[src/rtl/fetch_sequencer.sv]
// -----------------------------------------------------------------------------
// fetch_sequencer
//
// Drives the address stream of a synchronous instruction ROM (one-cycle read
// latency). Returned words go into a 2-entry queue and are handed to decode
// over a valid/ready handshake together with the PC they were fetched from.
// Handles decode backpressure, halt, and redirect (branch/jump). A redirect
// squashes the read in flight and flushes the queue.
//
// Ports:
//   clk             sole clock, rising edge
//   rst_n           asynchronous active-low reset
//   rom_en          ROM read strobe; one read is issued in every cycle it is 1
//   rom_addr        ROM address (always the current fetch PC)
//   rom_data        ROM output, valid the cycle after a read is issued
//   redirect_valid  one-cycle pulse: flush and restart fetch at redirect_pc
//   redirect_pc     new fetch address
//   halt            level; while 1 no new reads are issued
//   out_valid       out_instr / out_pc hold a valid instruction
//   out_ready       decode accepts the head word this cycle
//   out_instr       instruction at the queue head (registered)
//   out_pc          fetch address of out_instr (registered)
//   busy            a read is in flight or the queue is non-empty
// -----------------------------------------------------------------------------
module fetch_sequencer #(
    parameter int                ADDR_W   = 32,
    parameter logic [ADDR_W-1:0] RESET_PC = '0,
    parameter logic [ADDR_W-1:0] PC_STEP  = ADDR_W'(1)
) (
    input  logic              clk,
    input  logic              rst_n,
    output logic              rom_en,
    output logic [ADDR_W-1:0] rom_addr,
    input  logic [31:0]       rom_data,
    input  logic              redirect_valid,
    input  logic [ADDR_W-1:0] redirect_pc,
    input  logic              halt,
    output logic              out_valid,
    input  logic              out_ready,
    output logic [31:0]       out_instr,
    output logic [ADDR_W-1:0] out_pc,
    output logic              busy
);

    localparam int DEPTH = 2;

    // Fetch address and the single outstanding ROM read
    logic [ADDR_W-1:0] fetch_pc_reg, fetch_pc_next;
    logic              inflight_reg, inflight_next;
    logic [ADDR_W-1:0] inflight_pc_reg, inflight_pc_next;

    // Shift-style queue: slot 0 is always the head, so the head registers
    // drive out_instr/out_pc directly with no output mux.
    logic [1:0]        occ_reg, occ_next;
    logic [31:0]       slot_instr_reg  [DEPTH];
    logic [31:0]       slot_instr_next [DEPTH];
    logic [ADDR_W-1:0] slot_pc_reg     [DEPTH];
    logic [ADDR_W-1:0] slot_pc_next    [DEPTH];

    logic       pop;
    logic       push;
    logic       issue;
    logic [2:0] credit_used;
    logic [2:0] credit_limit;
    logic [1:0] base_cnt;

    assign pop  = (occ_reg != 2'd0) && out_ready;
    // A read in flight during a redirect cycle belongs to the old path: drop it.
    assign push = inflight_reg && !redirect_valid;

    // Credit rule: every queued word plus the read in flight owns one slot;
    // a head leaving this cycle frees its slot immediately, so a full-rate
    // stream never bubbles.
    assign credit_used  = {1'b0, occ_reg} + {2'b00, inflight_reg};
    assign credit_limit = 3'd2 + {2'b00, pop};
    // rst_n gating keeps the strobe low while reset is held.
    assign issue = rst_n && !halt && !redirect_valid && (credit_used < credit_limit);

    // Occupancy after the pop, i.e. the slot index a push lands in.
    assign base_cnt = occ_reg - {1'b0, pop};

    always_comb begin
        fetch_pc_next    = fetch_pc_reg;
        inflight_next    = issue;
        inflight_pc_next = inflight_pc_reg;
        occ_next         = base_cnt + {1'b0, push};

        if (issue) begin
            fetch_pc_next    = fetch_pc_reg + PC_STEP;
            inflight_pc_next = fetch_pc_reg;
        end

        // A head handshake in the redirect cycle still completes (pop above);
        // whatever remains is discarded.
        if (redirect_valid) begin
            fetch_pc_next = redirect_pc;
            occ_next      = 2'd0;
        end
    end

    genvar gi;
    generate
        for (gi = 0; gi < DEPTH; gi++) begin : g_slot
            logic              push_here;
            logic              shift_here;
            logic [31:0]       up_instr;
            logic [ADDR_W-1:0] up_pc;

            if (gi < DEPTH - 1) begin : g_up
                assign up_instr = slot_instr_reg[gi + 1];
                assign up_pc    = slot_pc_reg[gi + 1];
            end else begin : g_top
                assign up_instr = '0;
                assign up_pc    = '0;
            end

            assign push_here  = push && (base_cnt == 2'(gi));
            assign shift_here = pop && (occ_reg > 2'(gi + 1));

            assign slot_instr_next[gi] = push_here  ? rom_data :
                                         shift_here ? up_instr : slot_instr_reg[gi];
            assign slot_pc_next[gi]    = push_here  ? inflight_pc_reg :
                                         shift_here ? up_pc : slot_pc_reg[gi];
        end
    endgenerate

    always_ff @(posedge clk or negedge rst_n) begin
        if (!rst_n) begin
            fetch_pc_reg    <= RESET_PC;
            inflight_reg    <= 1'b0;
            inflight_pc_reg <= '0;
            occ_reg         <= 2'd0;
            for (int i = 0; i < DEPTH; i++) begin
                slot_instr_reg[i] <= '0;
                slot_pc_reg[i]    <= '0;
            end
        end else begin
            fetch_pc_reg    <= fetch_pc_next;
            inflight_reg    <= inflight_next;
            inflight_pc_reg <= inflight_pc_next;
            occ_reg         <= occ_next;
            for (int i = 0; i < DEPTH; i++) begin
                slot_instr_reg[i] <= slot_instr_next[i];
                slot_pc_reg[i]    <= slot_pc_next[i];
            end
        end
    end

    assign rom_en    = issue;
    assign rom_addr  = fetch_pc_reg;
    assign out_valid = (occ_reg != 2'd0);
    assign out_instr = slot_instr_reg[0];
    assign out_pc    = slot_pc_reg[0];
    assign busy      = inflight_reg || (occ_reg != 2'd0);

    // The credit rule makes a push into a full queue unreachable.
    a_no_overflow: assert property (@(posedge clk) disable iff (!rst_n)
        !(push && !pop && (occ_reg == 2'(DEPTH))));

endmodule

[config.mk]
export PLATFORM = sky130hd
export DESIGN_NAME = fetch_sequencer
export DESIGN_NICKNAME = d
export VERILOG_FILES = /design/src/rtl/fetch_sequencer.sv
export SDC_FILE = /design/constraint.sdc
export NUM_CORES = 1
export LEC_CHECK = 0
export ABC_CLOCK_PERIOD_IN_PS = 3110
export CAP_MARGIN = 0
export CELL_PAD_IN_SITES_DETAIL_PLACEMENT = 1
export CELL_PAD_IN_SITES_GLOBAL_PLACEMENT = 2
export CORE_ASPECT_RATIO = 0.5
export CORE_UTILIZATION = 41
export CTS_CLUSTER_DIAMETER = 40
export DETAILED_ROUTE_END_ITERATION = 10
export DONT_BUFFER_PORTS = 1
export HOLD_SLACK_MARGIN = 0.12
export PLACE_DENSITY = 0.77
export SLEW_MARGIN = 20
export SYNTH_ARGS = -nofsm -noshare
export SYNTH_HDL_FRONTEND = slang
export SYNTH_SLANG_ARGS = --single-unit
[constraint.sdc]
create_clock -name clk -period 3.11 [get_ports clk]
set_input_delay 0.4665 -clock clk [delete_from_list [all_inputs] [get_ports clk]]
set_output_delay 0.4665 -clock clk [all_outputs]
set_load 0.05 [all_outputs]
Word-level counts from Yosys, hierarchy flattened:

Index checks and enable logic that the tools add are counted.

* bits in registers: 195
* memory bits (read-only): 0
* bits in latches: 0
* output and inout bits: 99
* input bits: 69
* RAM bits: 0
* memories: 0
* word-level logic and storage cells: 44

* equal/unequal tests: 1
* div/mod/pow operators: 0
* bitwise gates (word level): 0
* reductions and logical operators: 17
* mux-type cells: 10
* shift-type cells: 0
* $mul: 0
* $add $sub $neg: 5
* order comparisons: 3

Operators with widths (number)
* 32-bit 2-to-1 mux: 9
* 32-bit by 1-bit adder with 32-bit output (second input constant): 1
* 1-bit logical AND: 9
* 2-bit nonzero test: 4
* 2-bit by 1-bit adder with 3-bit output: 1
* 2-bit by 1-bit adder with 3-bit output (first input constant): 1
* 3-bit < comparator: 1
* 2-bit by 1-bit adder with 2-bit output: 1
* 2-bit by 1-bit == test with 1-bit output (second input constant): 1
* 2-bit by 1-bit > comparator with 1-bit output (second input constant): 1
* 2-bit > comparator (second input constant): 1
* 1-bit logical NOT: 2
* 2-bit logical NOT: 1
* 2-bit 2-to-1 mux: 1
* 2-bit by 1-bit subtractor with 2-bit output: 1
* 1-bit logical OR: 1

Logic depth before layout (Yosys ltp):

Gate-level depths: netlist (run 1).

* depth in word-level cells: 7
* mapped depth: 11
* mapped depth without buffers: 8

Least setup slack after synthesis (run 1):

Ideal clock, no wire load.

* path kind: flip-flop to output port
* start: register inflight_reg
* end: output rom_en
* cell stages (with the launch flop): 7
* arrival time: 2.252 ns
* path slack: 0.391 ns
* buffers on the path: 1
* required time: 2.643 ns
* cell sequence: dfrtp_1 > ha_1 > ha_1 > nor3b_1 > nand3_1 > buf_2 > inv_1

* word-level cells in the longest chain between the ends: 3

RTL lines
* start: declaration: line 49 `logic inflight_reg, inflight_next;`
* start signal: assignment: line 139 `inflight_reg <= inflight_next;`
* 2-bit by 1-bit adder with 3-bit output: line 74 `assign credit_used = {1'b0, occ_reg} + {2'b00, inflight_reg};`
* 3-bit < comparator: line 77 `assign issue = rst_n && !halt && !redirect_valid && (credit_used < credit_limit);`
* 1-bit logical AND: line 77
* end: declaration: line 32 `output logic rom_en,`

Every way passes these cells.

Worst setup path in the final report (run 1):

* start: register occ_reg[1]
* end: register slot_instr_reg, in the netlist g_slot[0].up_instr[11]

* word-level cells in the longest chain between the ends: 6
* elaborated cells between the ends (all ways): 9
* those cells by class: add/sub: 1; order compare: 1; eq/ne: 1; mux: 1; reduce/logical: 5

RTL lines
* start: declaration: line 54 `logic [1:0] occ_reg, occ_next;`
* start signal: assignment: line 141 `occ_reg <= occ_next;`
* 2-bit nonzero test: line 67 `assign pop = (occ_reg != 2'd0) && out_ready;`
* 1-bit logical AND: line 67
* 2-bit by 1-bit subtractor with 2-bit output: line 80 `assign base_cnt = occ_reg - {1'b0, pop};`
* 2-bit by 1-bit == test with 1-bit output: line 117 `assign push_here = push && (base_cnt == 2'(gi));`
* 1-bit logical AND: line 117
* 32-bit 2-to-1 mux / 2-bit nonzero test (equally long branches)
* end signal: indexed assignment: line 143 `slot_instr_reg[i] <= slot_instr_next[i];`
* end: declaration: line 55 `logic [31:0] slot_instr_reg [DEPTH];`

Several ways; a longest one is shown, not always the timed one.
A chain may end at the register's enable or synchronous reset.

==> results of run 1 <==
-- repair_timing --
item                                   in CTS  in global routing
endpoints found under the hold margin     201                195
setup buffers                               0                  0
resized for setup                           0                  0
-- worst paths after layout --
path / from / end / slack, ns / depth (start not counted)
min in group clk: redirect_pc[6] / rom_addr[6] / 0.15 / 2
hold reg to reg: g_slot[0].up_instr[5] / g_slot[0].up_instr[5] / 0.50 / 1
max in group asynchronous: rst_n / out_instr[8] / 3.06 / 0
setup / recovery: occ_reg[1] / g_slot[0].up_instr[11] / 0.25 / 7
hold / removal: rst_n / rom_addr[1] / -0.27 / 0
setup reg to reg: occ_reg[1] / g_slot[0].up_instr[11] / 0.25 / 7
-- logic make-up (layout without fill, tap and decap cells) --
kind of cell	Yosys count	after routing	synth area share, %
AO/OA/AOI/OAI	169	169	13.1
multiplexers	99	99	12.3
adder cells (fa/ha/maj)	4	4	0.593
XOR/XNOR	27	27	2.80
flip-flops	195	195	57.8
AND/OR/NAND/NOR	183	183	10.9
buffers and inverters	53	66	2.51
-- area by class of cell --
type	instances	area share (%)
Clock buffer	17	4.49
Clock inverter	15	1.56
Inverter	5	0.198
Multi-Input combinational cell	482	35.8
Sequential cell	195	51.5
Tap cell	266	3.51
Timing Repair Buffer	29	2.85
-- metrics by stage --
| step | total power, uW | std cells | worst slack, ns | hold WS [ns] | util (%) |
|---|---|---|---|---|---|
| after CTS | 9720 | 1009 | 0.244 | -0.301 | 47.8 |
| after global routing | 10100 | 1009 | 0.0499 | -0.310 | 47.8 |
| after global placement | 7390 | 976 | 0.447 | 0.177 | 44.8 |
| after detailed placement | 7500 | 976 | 0.316 | 0.177 | 44.8 |
| after floorplan | 6880 | 730 | 0.391 | 0.171 | - |
| final | 9610 | 1009 | 0.250 | -0.275 | 47.8 |
-- critical path: stages, from the launching register on --
cell and delay [ns]:
dfrtp_1 0.50, o21ai_0 0.37, inv_1 0.08, ha_1 0.35
nand2b_1 0.22, nor3_2 0.29, buf_4 0.69, a22o_1 0.26
-- where the power goes --
part / switching, uW / internal [uW] / leakage (uW)
Combinational: 898 / 887 / 0.00185
Clock: 1050 / 1130 / 0.000278
Sequential: 2230 / 3420 / 0.00245
Total: 4180 / 5430 / 0.00458
-- metal layers --
| metal | global-route usage (%) | share of wire (%) |
|---|---|---|
| met5 | 0 | 0 |
| met4 | 5.93 | 0.72 |
| met3 | 6.80 | 6.1 |
| met2 | 31.8 | 45 |
| met1 | 30.5 | 49 |
-- layout by cell type (no fill, tap or decap), types with 6 or more instances in the layout --
cell type  synthesis  routed
nor2_1            77      77
xnor2_1           12      12
or3_1              6       6
a22o_1            64      64
nand4_1           20      20
a31oi_1            7       6
dfrtp_1          195     195
nor4_1             8       8
xor2_1            15      15
clkbuf_16          0      17
mux2i_1           65      65
mux2_2            34      34
a21oi_1           65      65
nand2_1           32      31
nand3_1           12      10
o21ai_0           25      25
buf_4              0      24
-- cells in the mapped netlist --
library cell and count:
a21oi_1 65, a22o_1 64, a31oi_1 7, and2_1 1, and3_1 5, and4_1 5, buf_1 3, buf_2 4
buf_6 1, clkbuf_1 40, dfrtp_1 195, ha_1 4, inv_1 4, inv_2 1, mux2_2 34, mux2i_1 65
nand2_1 32, nand2b_1 1, nand3_1 12, nand4_1 20, nand4_4 1, nor2_1 77, nor3_1 4, nor3b_1 1
nor4_1 8, nor4_2 5, o21a_1 1, o21ai_0 25, o21ai_1 5, o31a_1 1, o31ai_1 1, or2_2 2
or3_1 6, or3b_2 1, or4_1 1, or4_4 1, xnor2_1 12, xor2_1 15
==> impl_metrics.csv, run 1 <==
group,metric,value,unit
run_status,status,"complete, but fails checks",
run_status,violations,"negative hold slack",
logic_synthesis,yosysSeqAreaShare,57.8,%
setup_path,end_kind,"register",
drt,ant_nets,0,
logic_synthesis,synthTopCellsByArea,"dfrtp_1, mux2i_1, a22o_1",
clocking,clock_latency,0.44,ns
layout,layout.nets,803,
setup_path,crit_fanout,64,
die,fp-row-count,36,
global_route,grtUsageTotal,21.5,%
drt,wl_per_cell,21.9,um
clocking,cts.path.max_buffers,2,
layout,n_fill_cell,2100,
drt,vias,5767,
timing,finalCritPeriodShare,92.0,%
logic_synthesis,synth_seq_cells,195,
die,die_width,205,um
placement,io_buffers,0,
job,cap_violations,0,
clocking,cts_tree,"built",
die,io_pins,168,
placement,finalWeightedCongestion,0.798,
timing,hold_violations,195,
drt,vias_per_cell,5.72,
placement,place_area,8890,um2
logic_synthesis,synth_cells,730,
global_route,grt_overflow_total,0,
timing,slew_viol_final,0,
setup_path,cp.required,3.48,ns
clocking,ctsHtreeMaxLevel,4,
clocking,postCtsHoldBufs,1,
logic_synthesis,synth_top_area_share,57.8,%
global_route,grt_pass1_vias,5767,
timing,worst_slew_pin_slew,0.819,ns
clocking,cts_buffers,17,
layout,syn_to_final_growth,12.3,%
layout,multi_input_area,3390,um2
logic_synthesis,synth_cell_type_count,38,
global_route,antenna_found_initial,0,
min_path,hold_class,"input pin to asynchronous set/reset pin",
power_and_ir_drop,vdd_drop_max,421,uV
die,start_util,42.6,%
timing,setup_tns,0,ns
global_route,grt_max_degree,198,
clocking,clkTransAtPathRegs,0.07,ns
power_and_ir_drop,p_leak,0.00458,uW
clocking,cts_sinks,195,
timing,finalSetupViolCount,0,
drt,drt_first_pass_iters,4,
drt,drt-total-wl,22100,um
timing,finalCriticalPeriod,2.86,ns
logic_synthesis,synth_nets,803,
timing,clock_skew,0.00951,ns
timing,max_slew_margin,45.4,%
global_route,grt_pass1_wl,34200,um
timing,grt_setup_unrepaired,"no",
drt,drt_iter0_drc,338,
die,core,19800,um2
setup_path,startpoint_type,"register",
logic_synthesis,syn_area_per_cell,11.6,um2
logic_synthesis,yosysTopAreaCell,"dfrtp_1",
layout,final_area,9470,um2
die,die_area,21200,um2
logic_synthesis,syn_area,8440,um2
setup_path,crit_type,"register to register",
timing,whs,-0.275,ns
setup_path,cp_data_arrival_time,3.23,ns
die,die_h,103,um
layout,diodes,0,
clocking,cts_root_buf,"clkbuf_16",
placement,dp_hpwl,14300,um
layout,drive_gt1_share,14.9,%
timing,timing.fmax,350,MHz
layout,regArea,4880,um2
drt,remaining_drc_errors,0,
power_and_ir_drop,p_per_area,1020,nW/um2
logic_synthesis,ys_warn_count,0,
Power figures use the tool's default switching activity.
==> inputs of run 2 (changes only) <==
--- a/config.mk
+++ b/config.mk
@@ -10,12 +10,13 @@
 export CELL_PAD_IN_SITES_DETAIL_PLACEMENT = 1
 export CELL_PAD_IN_SITES_GLOBAL_PLACEMENT = 2
 export CORE_ASPECT_RATIO = 0.5
-export CORE_UTILIZATION = 41
+export CORE_UTILIZATION = 43
+export CTS_BUF_LIST = sky130_fd_sc_hd__clkbuf_4
 export CTS_CLUSTER_DIAMETER = 40
 export DETAILED_ROUTE_END_ITERATION = 10
 export DONT_BUFFER_PORTS = 1
 export HOLD_SLACK_MARGIN = 0.12
-export PLACE_DENSITY = 0.77
+export PLACE_DENSITY = 0.8
 export SLEW_MARGIN = 20
 export SYNTH_ARGS = -nofsm -noshare
 export SYNTH_HDL_FRONTEND = slang
==> run 2 against run 1 <==
  * The run still ends with negative hold slack left
  * Cell count increased by 6.1%
  * Critical path depth did not move
  * Design area up 4.3%
  * Via count increased by 4.3%
  * Worst hold slack got worse by 0.18 ns
  * Clock-buffer cell count up 1
  * Largest power group unchanged
  * Combinational power is 7% higher
==> impl_metrics.csv, run 2 (same netlist as run 1, synthesis figures left out) <==
group,metric,value,unit
power_and_ir_drop,p_per_area,910,nW/um2
timing,timing.fmax,359,MHz
placement,post-place-ws,0.620,ns
drt,ant_nets,0,
setup_path,cp_data_arrival_time,2.32,ns
setup_path,crit_fanout,17,
drt,remaining_drc_errors,0,
timing,fin_ws,0.324,ns
timing,hold_violations,195,
drt,wl_per_cell,21.8,um
global_route,grtUsageTotal,23.8,%
power_and_ir_drop,fin_total_pwr,9000,uW
clocking,postCtsHoldBufs,67,
setup_path,cp_slowest_cell,"dfrtp_1",
setup_path,critPathBufInv,3,
clocking,cts_sinks,195,
power_and_ir_drop,internal-power,4810,uW
die,die_area,20200,um2
setup_path,slowest_delay,0.50,ns
die,fp-row-count,35,
die,die_width,200,um
setup_path,crit_family,"buffers and inverters",
global_route,grt_overflow_total,0,
clocking,ctsHtreeMaxLevel,4,
layout,layout_common_cells,"dfrtp_1, nor2_1, dlygate4sd3_1",
die,io_pins,168,
setup_path,end_kind,"output port",
timing,whs,-0.450,ns
layout,n_fill_cell,1932,
clocking,cts_root_buf,"clkbuf_4",
power_and_ir_drop,p_leak,0.00474,uW
drt,drt_first_pass_iters,6,
setup_path,crit_type,"register to output port",
power_and_ir_drop,switchingPower,4190,uW
drt,vias,6015,
drt,vias_per_cell,5.62,
setup_path,path_cells,"ha_1 > ha_1 > nor3b_2 > buf_4 > nand3_2 > inv_1 > buf_4",
timing,clock_skew,0.0317,ns
layout,final_common_cell,"dfrtp_1",
placement,finalWeightedCongestion,0.838,
placement,dp_hpwl,14400,um
die,die_h,101,um
clocking,cts.path.max_buffers,2,
clocking,cts_buffers,17,
layout,drive_gt1_share,14.2,%
global_route,grt_pass1_wl,36300,um
layout,syn_to_final_growth,17.1,%
clocking,clkTransAtPathRegs,0.18,ns
power_and_ir_drop,vdd_drop_max,326,uV
setup_path,crit_start,"occ_reg[0]",
clocking,clock_latency,0.59,ns
job,cap_violations,0,
global_route,antenna_found_initial,0,
run_status,violations,"negative hold slack",
layout,diodes,0,
die,core,18800,um2
timing,grt_setup_unrepaired,"no",
power_and_ir_drop,seq_power_share,62.8,%
power_and_ir_drop,comb_power_share,21.1,%
setup_path,startpoint_type,"register",
setup_path,regToRegStartpoint,"occ_reg[1]",
placement,io_buffers,0,
timing,finalCriticalPeriod,2.79,ns
timing,worst_slew_pin_slew,0.731,ns
power_and_ir_drop,power_switching_share,46.6,%
drt,drt_iter0_drc,304,
timing,slew_viol_final,0,
run_status,status,"complete, but fails checks",
global_route,grt_max_degree,198,
timing,setup_tns,0,ns
drt,drt-total-wl,23300,um
timing,finalCritPeriodShare,89.6,%
setup_path,cp.required,2.64,ns
clocking,cts_tree,"built",
power_and_ir_drop,pwr-share-clk,16.1,%
timing,max_slew_margin,51.3,%
die,start_util,44.9,%
timing,finalSetupViolCount,0,
layout,layout.nets,872,
min_path,hold_class,"input pin to asynchronous set/reset pin",
global_route,grt_pass1_vias,6258,
run 2: cell count changes in the layout (fill, tap and decap cells not counted), moves of 2 or more:
cell | previous run | this run
buf_4 | 24 | 27
clkbuf_16 | 17 | 0
clkbuf_4 | 0 | 18
clkinv_2 | 2 | 0
clkinv_4 | 4 | 1
clkinv_8 | 0 | 2
dlygate4sd3_1 | 1 | 66
inv_8 | 2 | 4
run 2: worst paths after layout:
path                                               end  slack (ns)  cells past startpoint
worst max-delay path                            rom_en        0.32                      7
max in group asynchronous       g_slot[0].up_instr[14]        3.11                      0
min in group clk                          inflight_reg        0.21                      3
worst min register to register     g_slot[0].up_pc[14]        0.52                      1
worst max register to register  g_slot[0].up_instr[14]        0.54                      7
worst min-delay path                         out_pc[8]       -0.45                      0
run 2: cell type report:
cell class	instances	area (um2)	area share, %
sequential	195	4880	49.4
multi-input combinational	482	3390	34.4
timing repair buffer	98	963	9.75
tap	259	324	3.28
clock inverter	14	165	1.67
clock buffer	18	135	1.37
inverter	5	18.8	0.190
run 2: per-layer routing:
metal  vias up  GRT usage [%]  wire, um
li1       2782              -         -
met5         -              0         0
met4         0           6.11       223
met3        15           6.16      1430
met2       136           38.0     10800
met1      3082           32.4     10900
run 2: stage by stage:
stage	std cells	cell area, um2	utilization (%)
3_3_place_gp	972	8900	47.4
6_report	1071	9880	52.6
3_5_place_dp	972	8900	47.4
2_1_floorplan	730	8440	-
5_1_grt	1071	9880	52.6
4_1_cts	1071	9880	52.6
run 2: power groups by stage:
stage          sequential, uW  clock [uW]  combinational (uW)
2_1_floorplan            5500           0                1370
3_3_place_gp             5660           0                1710
3_5_place_dp             5710           0                1810
4_1_cts                  5650        1490                1910
5_1_grt                  5770        1560                2110
6_report                 5650        1450                1900
run 2: timing repair:
item                                   CTS  global route
gates resized for setup                  0             0
setup buffers                            0             0
endpoints found under the hold margin  293           195
run 2: worst reg2reg max path: stages (launching register included):
cell and delay, ns:
dfrtp_1 0.53, o21ai_0 0.34, inv_1 0.08, ha_1 0.36, nand2b_1 0.23, nor3_2 0.36, buf_12 0.35, a22o_1 0.27
